## config.mk

```make
export PLATFORM = sky130hd
export DESIGN_NAME = multicycle_sequencer
export DESIGN_NICKNAME = d
export VERILOG_FILES = /design/src/rtl/multicycle_sequencer.sv
export SDC_FILE = /design/constraint.sdc
export NUM_CORES = 1
export LEC_CHECK = 0
export ABC_CLOCK_PERIOD_IN_PS = 2800
export CAP_MARGIN = 20
export CORE_MARGIN = 8
export CORE_UTILIZATION = 49
export DETAILED_ROUTE_END_ITERATION = 7
export PLACE_DENSITY = 0.81
export REMOVE_ABC_BUFFERS = 1
export SKIP_LAST_GASP = 1
export SLEW_MARGIN = 10
export SYNTH_ARGS = -nofsm -noshare
export SYNTH_HDL_FRONTEND = slang
export SYNTH_SLANG_ARGS = --single-unit
```

## constraint.sdc

```tcl
create_clock -name clock -period 2.8 [get_ports clock]
set_input_delay 0.56 -clock clock [delete_from_list [all_inputs] [get_ports clock]]
set_output_delay 0.56 -clock clock [all_outputs]
set_load 0.01 [all_outputs]
```

## src/rtl/multicycle_sequencer.sv

```systemverilog
`timescale 1ns/1ps
`default_nettype none
// ============================================================================
// Module   : multicycle_sequencer
// Purpose  : Main control FSM for the 16-bit multicycle MIPS datapath.
// Revision : 1.0 - initial release
// ============================================================================
module multicycle_sequencer #(
  parameter int          CNT_W    = 16,
  parameter logic [3:0]  OPC_HALT = 4'b1111
) (
  input  logic             clock,
  input  logic             reset,
  input  logic             run,
  input  logic             step,
  input  logic [3:0]       opcode,
  input  logic             mem_ready,
  output logic [15:0]      ctl_word,
  output logic [3:0]       state,
  output logic             halted,
  output logic             illegal,
  output logic             instr_retired,
  output logic [CNT_W-1:0] instr_count,
  output logic             lcd_start
);

  typedef enum logic [3:0] {
    S_IDLE    = 4'd0,
    S_FETCH   = 4'd1,
    S_DECODE  = 4'd2,
    S_MEMADDR = 4'd3,
    S_MEMRD   = 4'd4,
    S_MEMWB   = 4'd5,
    S_MEMWR   = 4'd6,
    S_EXEC    = 4'd7,
    S_RWB     = 4'd8,
    S_BRANCH  = 4'd9,
    S_JUMP    = 4'd10,
    S_HALT    = 4'd11
  } state_t;

  localparam logic [15:0] c_CTL_FETCH_WAIT = 16'h0088;
  localparam logic [15:0] c_CTL_FETCH_RDY  = 16'h1888;
  localparam logic [15:0] c_CTL_DECODE     = 16'h0018;
  localparam logic [15:0] c_CTL_MEMADDR    = 16'h0014;
  localparam logic [15:0] c_CTL_MEMRD      = 16'h0480;
  localparam logic [15:0] c_CTL_MEMWB      = 16'h0202;
  localparam logic [15:0] c_CTL_MEMWR      = 16'h0500;
  localparam logic [15:0] c_CTL_EXEC       = 16'h0044;
  localparam logic [15:0] c_CTL_RWB        = 16'h0003;
  localparam logic [15:0] c_CTL_BRANCH     = 16'h6024;
  localparam logic [15:0] c_CTL_JUMP       = 16'h9000;

  state_t           r_state;
  state_t           w_next;
  logic             r_one_shot;
  logic             r_is_store;
  logic             r_illegal;
  logic             r_lcd;
  logic [CNT_W-1:0] r_count;
  logic [15:0]      w_ctl;
  logic             w_retire;
  logic             w_set_illegal;

  always_comb begin
    w_next        = r_state;
    w_ctl         = 16'h0000;
    w_retire      = 1'b0;
    w_set_illegal = 1'b0;
    case (r_state)
      S_IDLE:    if (run || step) w_next = S_FETCH;
      S_FETCH: begin
        w_ctl = mem_ready ? c_CTL_FETCH_RDY : c_CTL_FETCH_WAIT;
        if (mem_ready) w_next = S_DECODE;
      end
      S_DECODE: begin
        w_ctl = c_CTL_DECODE;
        if (!opcode[3])            w_next = S_EXEC;
        else if (opcode == 4'b1000 || opcode == 4'b1001) w_next = S_MEMADDR;
        else if (opcode == 4'b1010) w_next = S_BRANCH;
        else if (opcode == 4'b1011) w_next = S_JUMP;
        else begin
          w_next        = S_HALT;
          w_set_illegal = (opcode != OPC_HALT);
        end
      end
      S_MEMADDR: begin
        w_ctl  = c_CTL_MEMADDR;
        w_next = r_is_store ? S_MEMWR : S_MEMRD;
      end
      S_MEMRD: begin
        w_ctl = c_CTL_MEMRD;
        if (mem_ready) w_next = S_MEMWB;
      end
      S_MEMWB: begin
        w_ctl    = c_CTL_MEMWB;
        w_retire = 1'b1;
      end
      S_MEMWR: begin
        w_ctl    = c_CTL_MEMWR;
        w_retire = mem_ready;
      end
      S_EXEC: begin
        w_ctl  = c_CTL_EXEC;
        w_next = S_RWB;
      end
      S_RWB: begin
        w_ctl    = c_CTL_RWB;
        w_retire = 1'b1;
      end
      S_BRANCH: begin
        w_ctl    = c_CTL_BRANCH;
        w_retire = 1'b1;
      end
      S_JUMP: begin
        w_ctl    = c_CTL_JUMP;
        w_retire = 1'b1;
      end
      S_HALT:  w_next = S_HALT;
      default: w_next = S_IDLE;
    endcase
    // One-shot (stepped) instructions always fall back to IDLE when they retire.
    if (w_retire) w_next = (run && !r_one_shot) ? S_FETCH : S_IDLE;
  end

  always_ff @(posedge clock) begin
    if (reset) begin
      r_state    <= S_IDLE;
      r_one_shot <= 1'b0;
      r_is_store <= 1'b0;
      r_illegal  <= 1'b0;
      r_lcd      <= 1'b0;
      r_count    <= '0;
    end else begin
      r_state <= w_next;
      if (r_state == S_IDLE && (run || step)) r_one_shot <= ~run;
      if (r_state == S_DECODE) r_is_store <= (opcode == 4'b1001);
      if (w_set_illegal) r_illegal <= 1'b1;
      r_lcd <= (w_next == S_HALT) && (r_state != S_HALT);
      if (w_retire) r_count <= r_count + CNT_W'(1);
    end
  end

  assign ctl_word      = w_ctl;
  assign state         = r_state;
  assign halted        = (r_state == S_HALT);
  assign illegal       = r_illegal;
  assign instr_retired = w_retire;
  assign instr_count   = r_count;
  assign lcd_start     = r_lcd;

endmodule
`default_nettype wire

```

==> results of run 1 <==
timing repair:
| item | in CTS | in global routing |
|---|---|---|
| endpoints found under the hold margin | 0 | 0 |
| setup endpoints to repair | 0 | 4 |
| resized for setup | 0 | 2 |
stage by stage:
stage,total power [W],instance area (um^2),hold WS [ns],util [%],instances
after floorplan,0.000762,1440,0.461,-,171
after global placement,0.00103,2030,0.467,67.5,261
after detailed placement,0.00104,2030,0.493,67.5,261
after CTS,0.00129,2080,0.527,69.3,265
after global routing,0.00137,2080,0.564,69.4,265
final,0.00130,2080,0.513,69.4,265
cells by family (layout without fill, tap and decap cells):
group | count (synthesis) | in the layout
buffers and inverters | 15 | 66
xor gates and xnor gates | 11 | 11
DFF | 24 | 24
muxes | 2 | 2
AOI/OAI and AO/OA | 44 | 44
adders and majority gates | 1 | 1
and+or+nand+nor | 84 | 84
power by group:
group / internal, W / switching, W / leakage [nW]
Sequential: 0.000370 / 0.0000777 / 0.195
Clock: 0.000145 / 0.000112 / 0.0279
Combinational: 0.000304 / 0.000287 / 0.496
Total: 0.000819 / 0.000477 / 0.719
metal layers:
layer	GRT usage [%]	up-vias	routed length, um
li1	-	759	-
met1	16.4	731	1600
met2	30.4	46	2280
met3	4.46	9	208
met4	6.80	0	72
met5	0	-	0
sequential cells by signal, indices dropped and copies added, names as in the netlist:
signal and flops:
illegal 1, instr_count 16, lcd_start 1, r_is_store 1, r_one_shot 1, state 4
worst register-to-register path: cells and delay by family (launching register included):
| family | cells | cell delay [ns] |
|---|---|---|
| compound gates | 3 | 0.55 |
| buf+inv | 1 | 0.26 |
| flops | 1 | 0.57 |
| simple gates | 2 | 0.46 |
worst min-delay path by stage:
stage	depth (start not counted)	slack (ns)	startpoint	end
2_1_floorplan	2	0.46	r_is_store$_SDFFE_PP0P_	r_is_store$_SDFFE_PP0P_
3_3_place_gp	2	0.47	illegal$_SDFFE_PP0P_	illegal$_SDFFE_PP0P_
3_5_place_dp	2	0.49	illegal$_SDFFE_PP0P_	illegal$_SDFFE_PP0P_
4_1_cts	2	0.53	instr_count[10]$_SDFFE_PP0N_	instr_count[10]$_SDFFE_PP0N_
5_1_grt	2	0.56	illegal$_SDFFE_PP0P_	illegal$_SDFFE_PP0P_
6_report	2	0.51	illegal$_SDFFE_PP0P_	illegal$_SDFFE_PP0P_
synthesized netlist by cell type, drive strengths merged, types with 2 or more instances:
library cell  instances
buf                   8
o2111ai               4
nand3                 5
a211oi                2
mux2i                 2
xnor2                 4
o211ai                3
a21oi                11
nor2b                 5
or3                   5
xor2                  7
nand3b                3
nand4                 4
or2                   3
inv                   5
nand2                11
and3                  2
o21ai                10
nor3                  5
a32oi                 2
nor2                 29
nor4b                 2
a31oi                 3
nand2b                4
dfxtp                24
cell type report:
class	count	area [um^2]	share of cell area [%]
repair buffers	57	548	26.3
multi-input cells	142	940	45.1
flip-flops and latches	24	483	23.2
inverters	5	18.8	0.901
clock buffers	3	22.5	1.08
well taps	33	41.3	1.98
clock inverters	1	30.0	1.44
==> summary.txt, run 1 <==
Post-synth EDFFs: 0
Initial Utilization: 50.3%
Min setup slack post-route: 0.110 ns
Main synth FF type: dfxtp_1
Final setup fails: 0
Total Routing Usage GR: 16.2%
Leakage: 0.719 nW
Avg WL per Cell: 15.7 um
Clock Sinks: 24
FF+latch count, synth: 24
Die Area: 0.00511 mm^2
Clock Skews: 0.0108 ns
Cell breakdown of the critical path: buf_4 > nand2b_4 > a21o_2 > nand2_1 > clkdlybuf4s50_1
Slew @ Worst Pin: 0.431 ns
Critical Path Source Type: flip-flop
Bufs on Longest Clock Path: 2
Crit path max-delay family: buffers and inverters
Post-CTS setup buffer count: 0
Critical Path RT: 2.24 ns
Core box area: 0.00300 mm^2
Final slew viol count: 0
Num CTS Buffers: 3
DRC: 0
Synth Instances: 181
Most frequent cells in the layout: clkdlybuf4s50_1, nor2_1, dfxtp_1, nand2_1
Chip Height: 71.5 um
Sequential fraction of the synthesis area: 31.8%
Worst-Skew Late Latency: 0.33 ns
Crit Path Class: reg2out
Adder-Cell Fraction of Synth Area: 0.829%
RSZ-0062 raised after global routing: no
Worst slack, placed: 0.131 ns
Largest net degree at the start of global routing: 22
Reg2Reg Depth: 6
Pwr/cell area: 622 mW/mm^2
Area fraction of the dominant cell type after synthesis: 31.8%
Total wire length: 4.15 mm
Clock transition at path regs: 0.13 ns
Slew headroom: 71.2%
Nets: 243
Worst setup startpoint: state[2]$_SDFF_PP0_
Arrival @ worst endpoint: 2.13 ns
Minimum clock period: 2.69 ns
Simple-Gate Fraction of Synth Area: 31.3%
Synth area leaders: dfxtp_1, nor2_1, xor2_1, a21oi_1, nand2_1
Flop2flop setup slack: 0.93 ns
Crit-path max cell delay: 0.57 ns
Buffers added on ports: 48
Root Driver: clkbuf_4
Cts-stage hold buffer count: 0
Fillers: 261
Number of max-cap violations: 0
Crit. End Element: primary output
GRT Residual Overflow: 0
Post-DP HPWL: 3.25 mm
Fin Setup TNS: 0 ns
CP max stage cell: dfxtp_1
Count of unique library cells instantiated by Yosys: 53
Synth warnings: 0
Via count: 1545
Maximum VDD drop: 0.000536 V
Drt initial violations: 100
Syn-to-layout area delta: 37.9%
Yosys top cell by area: dfxtp_1
Ant diodes: 0
Worst Path Buf+Inv: 2
Share of cells above drive strength 1: 13.8%
Compound-Gate Fraction of Synth Area: 22.4%
Mux cell area share after synthesis: 1.33%
Post-synthesis cell area: 0.00151 mm^2
Post-Syn Area per Cell: 8.34 um^2
Critical Path Stages: 5
Crit path to: instr_retired
Reg2reg end: instr_count[12]$_SDFFE_PP0N_
Io pins: 49
Period Utilization, post-route: 96.1%
Largest fanout on the critical path: 10
TritonCTS clock tree: built
Die X: 71.5 um
Antenna viol nets, final: 0
Fmax: 0.372 GHz
First-pass GRT wire length: 6.89 mm
Vias in the first global route: 1498
First-pass DRT Iterations: 4
Vias per cell: 5.83
Worst Hold Class: reg2reg
FFs w/ async S/R, synth: 0%
Crit Reg-Reg Startpoint: state[2]$_SDFF_PP0_
Rows: 20
CTS H-tree lvls: 1
Synth Area in XOR/XNOR: 6.38%
Largest family of logic cells by synthesized area: simple AND/OR/NAND/NOR gates
Most common cell after layout, fill and taps aside: clkdlybuf4s50_1
Initial antenna violation count: 0
Hold Fails Final Rpt: 0
Placer Congestion: 0.854
Outcome: finished, final reports clean
Note: power is estimated with default switching activity, not from simulation.
==> run 2: changes to the inputs <==
--- a/config.mk
+++ b/config.mk
@@ -7,7 +7,7 @@
 export LEC_CHECK = 0
 export ABC_CLOCK_PERIOD_IN_PS = 2800
 export CAP_MARGIN = 20
-export CORE_MARGIN = 8
+export CORE_ASPECT_RATIO = 0.6
 export CORE_UTILIZATION = 49
 export DETAILED_ROUTE_END_ITERATION = 7
 export PLACE_DENSITY = 0.81
==> run 2 against run 1 <==
- sequential cell count stayed put
- critical path depth stayed put
- sequential share of layout area is 0.29 points lower
- clock skew is 0.0072 ns lower
- power is 4.7% higher
- register-to-register slack worse by 0.06 ns
- clock power is 22% higher
- non-clock buffer count is 1 lower
- highest routed layer unchanged
- via count is 1.7% higher
- clock-buffer cell count stayed put
- die area is 35% lower
- first-iteration DRC count is 140% higher
==> summary.txt, run 2 (synthesized netlist as in run 1, its figures left out) <==
Cell breakdown of the critical path: clkdlybuf4s50_1 > buf_4 > and3_1 > or2_2 > clkdlybuf4s50_1
Num CTS Buffers: 3
Flop pwr share: 31.2%
Avg WL per Cell: 15.4 um
Arrival @ worst endpoint: 2.08 ns
Clock transition at path regs: 0.09 ns
Final slew viol count: 0
Most common cell after layout, fill and taps aside: clkdlybuf4s50_1
Antenna viol nets, final: 0
Uppermost layer routed: met4
Largest register FFs: 16
Crit path max-delay family: buffers and inverters
Io pins: 49
Bufs on Longest Clock Path: 2
Worst-Skew Late Latency: 0.28 ns
Fin Setup TNS: 0 ns
CP most frequent cell: clkdlybuf4s50_1
Pwr/cell area: 645 mW/mm^2
Post-CTS setup buffer count: 0
Period Utilization, post-route: 94.3%
Nets: 242
Number of max-cap violations: 0
Power, Total: 0.00136 W
Drt initial violations: 239
Placed cell count: 269
Critical Path Stages: 5
Critical Path RT: 2.24 ns
Root Driver: clkbuf_8
Post-DP HPWL: 3.24 mm
Multi-input gate area: 940 um^2
Clock Sinks: 24
Clock Skews: 0.00354 ns
Die Area: 0.00332 mm^2
Initial Utilization: 52.3%
Fillers: 220
Die X: 73.7 um
Comb power frac: 45.7%
RSZ-0062 raised after global routing: no
CP max stage cell: clkdlybuf4s50_1
Crit-path max cell delay: 0.47 ns
Share of cells above drive strength 1: 13.0%
Core box area: 0.00289 mm^2
Outcome: finished, final reports clean
Sw Share: 36.5%
Crit Path Class: in2out
Largest net degree at the start of global routing: 22
First-pass DRT Iterations: 5
CTS H-tree lvls: 1
DR WL met2: 1.87 mm
Reg2Reg Depth: 6
Worst Hold Class: reg2reg
Largest fanout on the critical path: 5
Hold Fails Final Rpt: 0
Worst Path Buf+Inv: 3
Fmax: 0.379 GHz
Minimum clock period: 2.64 ns
Metal1 wirelength: 2.00 mm
Crit. End Element: primary output
P_sw: 0.000495 W
Total Routing Usage GR: 26.8%
Most frequent cells in the layout: clkdlybuf4s50_1, nor2_1, dfxtp_1, nand2_1, a21oi_1
Layout Cells excl Fill: 273
Total wire length: 4.20 mm
Via count: 1572
First-pass GRT wire length: 6.49 mm
Met3 WL: 267 um
Maximum VDD drop: 0.000371 V
Leakage: 0.722 nW
GRT Residual Overflow: 0
Clock Power Share: 23.2%
Util after Layout: 72.8%
Hold Path Depth: 2
Placer Congestion: 0.862
Buffers added on ports: 48
Ant diodes: 0
Slew headroom: 68.3%
Register area: 482 um^2
Initial antenna violation count: 0
TritonCTS clock tree: built
Internal Dissipation: 0.000862 W
Rows: 15
Vias per cell: 5.76
Slew @ Worst Pin: 0.475 ns
Syn-to-layout area delta: 39.4%
Final setup fails: 0
DRC: 0
Chip Height: 45 um
Vias in the first global route: 1297
Critical Path Source Type: input pin
==> run 2: changes by cell type in the layout (fill, tap and decap cells not counted), sizes merged <==
| cell | before | now |
|---|---|---|
| buf | 9 | 8 |
==> run 2: layer usage <==
layer  vias to the layer above  track usage, %
met5                         -               0
met4                         0            6.54
met3                        11            6.25
met2                        61            39.8
met1                       744            39.4
li1                        756               -
==> run 2: final timing paths <==
check                        from                    to  slack [ns]
max                     mem_ready          ctl_word[12]        0.16
max reg2reg   state[2]$_SDFF_PP0_  lcd_start$_SDFF_PP0_        0.87
min reg2reg  illegal$_SDFFE_PP0P_  illegal$_SDFFE_PP0P_        0.50
min          illegal$_SDFFE_PP0P_  illegal$_SDFFE_PP0P_        0.50
==> run 2: what timing repair did <==
action,4_1_cts,5_1_grt
endpoints found under the setup margin,0,5
resized for setup,0,1
hold buffers,0,0
==> run 2: worst reg2reg max path: stages (launching register included) <==
cell	delay (ns)
dfxtp_1	0.45
buf_4	0.24
nor4b_2	0.47
o21ai_1	0.20
nand4_1	0.13
a32oi_1	0.11
nor4_2	0.26
==> run 2: final cells by class <==
class,instances,share of cell area (%)
Tap cell,42,2.50
Timing Repair Buffer,56,25.7
Multi-Input combinational cell,142,44.6
Clock inverter,1,1.43
Clock buffer,3,1.96
Sequential cell,24,22.9
Inverter,5,0.892
==> run 2: power groups by stage <==
stage	logic, W	clock network, W	registers [W]
after floorplan	0.000294	0	0.000468
after global placement	0.000593	0	0.000427
after detailed placement	0.000610	0	0.000429
after CTS	0.000611	0.000317	0.000421
after global routing	0.000662	0.000330	0.000430
final	0.000620	0.000314	0.000423
==> run 2: per-stage QoR <==
| stage | instance area [um^2] | hold WS [ns] | worst slack [ns] |
|---|---|---|---|
| 6_report | 2100 | 0.496 | 0.160 |
| 5_1_grt | 2100 | 0.542 | 0.113 |
| 4_1_cts | 2100 | 0.503 | 0.0630 |
| 3_5_place_dp | 2030 | 0.470 | 0.154 |
| 3_3_place_gp | 2030 | 0.471 | 0.161 |
| 2_1_floorplan | 1440 | 0.461 | 0.746 |
==> run 3: changes to the inputs <==
--- a/config.mk
+++ b/config.mk
@@ -12,6 +12,7 @@
 export DETAILED_ROUTE_END_ITERATION = 7
 export PLACE_DENSITY = 0.81
 export REMOVE_ABC_BUFFERS = 1
+export SETUP_SLACK_MARGIN = 0.15
 export SKIP_LAST_GASP = 1
 export SLEW_MARGIN = 10
 export SYNTH_ARGS = -nofsm -noshare
==> run 3 against run 2 <==
- wire length shrank 0.57%
- largest cell class unchanged
- sequential cell count did not move
- critical path depth shrank 1
- first-iteration DRC count is 0.42% higher
- combinational power decreased by 1%
- core utilization increased by 0.17 points
- non-clock buffer count did not move
- sequential share of layout area fell by 0.054 points
==> summary.txt, run 3 (synthesized netlist as in run 1, its figures left out) <==
Outcome: finished, final reports clean
Vias in the first global route: 1297
Critical Path RT: 2.24 ns
Antenna viol nets, final: 0
Clock Sinks: 24
Fmax: 0.387 GHz
Final setup fails: 0
Most common cell after layout, fill and taps aside: clkdlybuf4s50_1
Rows: 15
Clock Skews: 0.00276 ns
Util after Layout: 73.0%
Crit Reg-Reg Startpoint: state[2]$_SDFF_PP0_
Die Area: 0.00332 mm^2
Syn-to-layout area delta: 39.7%
WHS: 0.490 ns
Num CTS Buffers: 3
TritonCTS clock tree: built
Slew @ Worst Pin: 0.491 ns
Fin Setup TNS: 0 ns
Drt initial violations: 240
Hold Fails Final Rpt: 0
Via count: 1582
DRC: 0
First-pass GRT wire length: 6.49 mm
Worst Hold Class: reg2reg
Worst setup startpoint: state[2]$_SDFF_PP0_
Pwr/cell area: 639 mW/mm^2
Post-CTS setup buffer count: 0
Die X: 73.7 um
Maximum VDD drop: 0.000373 V
RSZ-0062 raised after global routing: no
Leakage: 0.757 nW
Cts-stage hold buffer count: 0
Buffers added on ports: 48
Vias per cell: 5.79
Largest register FFs: 16
Bufs on Longest Clock Path: 2
Crit path to: ctl_word[1]
Post-DP HPWL: 3.24 mm
Avg WL per Cell: 15.3 um
Worst slack, placed: 0.154 ns
First-pass DRT Iterations: 6
Largest fanout on the critical path: 11
Nets: 242
Dpl cell area: 0.00203 mm^2
Slew headroom: 67.2%
Crit Path Class: reg2out
Core box area: 0.00289 mm^2
Arrival @ worst endpoint: 2.02 ns
Total Routing Usage GR: 26.8%
Reg2reg end: lcd_start$_SDFF_PP0_
Chip Height: 45 um
Total wire length: 4.18 mm
Min setup slack post-route: 0.216 ns
Placer Congestion: 0.862
Root Driver: clkbuf_8
Io pins: 49
Crit. End Element: primary output
Minimum clock period: 2.58 ns
Largest net degree at the start of global routing: 22
Clock transition at path regs: 0.09 ns
Critical Path Source Type: flip-flop
Worst-Skew Late Latency: 0.27 ns
Most frequent cells in the layout: clkdlybuf4s50_1, nor2_1, dfxtp_1, nand2_1, a21oi_1
Final slew viol count: 0
Share of cells above drive strength 1: 13.0%
Initial Utilization: 52.3%
Period Utilization, post-route: 92.3%
Flop2flop setup slack: 0.86 ns
Reg2Reg Depth: 6
Initial antenna violation count: 0
Ant diodes: 0
CTS H-tree lvls: 1
GRT Residual Overflow: 0
Final instance area: 0.00211 mm^2
Number of max-cap violations: 0
-- run 3: cell count changes in the layout (fill, tap and decap cells not counted) --
cell / change
dlymetal6s2s_1: +2
clkdlybuf4s50_1: -2
-- run 3: stage by stage --
step	power, W	std cells
4_1_cts	0.00135	273
5_1_grt	0.00142	273
6_report	0.00135	273
3_5_place_dp	0.00104	269
2_1_floorplan	0.000762	171
3_3_place_gp	0.00102	269
-- run 3: worst min path at each step --
| stage | startpoint | endpoint | slack [ns] | depth (start not counted) |
|---|---|---|---|---|
| after floorplan | r_is_store$_SDFFE_PP0P_ | r_is_store$_SDFFE_PP0P_ | 0.46 | 2 |
| after global placement | illegal$_SDFFE_PP0P_ | illegal$_SDFFE_PP0P_ | 0.47 | 2 |
| after detailed placement | illegal$_SDFFE_PP0P_ | illegal$_SDFFE_PP0P_ | 0.47 | 2 |
| after CTS | illegal$_SDFFE_PP0P_ | illegal$_SDFFE_PP0P_ | 0.50 | 2 |
| after global routing | illegal$_SDFFE_PP0P_ | illegal$_SDFFE_PP0P_ | 0.54 | 2 |
| final | illegal$_SDFFE_PP0P_ | illegal$_SDFFE_PP0P_ | 0.49 | 2 |
-- run 3: timing repair --
| item | 4_1_cts | 5_1_grt |
|---|---|---|
| endpoints found under the setup margin | 4 | 2 |
| gates resized for setup | 1 | 2 |
| cloned | 0 | 0 |
-- run 3: report_power, final --
part           internal (W)  total (W)  switching, W
Combinational      0.000300   0.000613      0.000313
Sequential         0.000368   0.000423     0.0000555
Clock              0.000191   0.000312      0.000121
-- run 3: final cells by class --
type / count / area (um^2)
inverters: 5 / 18.8
fillers: 219 / 781
multi-input cells: 142 / 940
flip-flops and latches: 24 / 482
repair buffers: 56 / 546
clock inverters: 1 / 30.0
well taps: 42 / 52.6
clock buffers: 3 / 41.3
-- run 3: layer usage --
layer / routed length, um / track usage [%]
met5: 0 / 0
met4: 72 / 6.54
met3: 353 / 6.25
met2: 1890 / 39.8
met1: 1870 / 39.4
-- run 3: critical path, cell delays in order (launching register included) --
cell and delay (ns):
dfxtp_1 0.61, nand2b_4 0.29, nor3_1 0.08, or2_2 0.30, clkdlybuf4s50_1 0.47
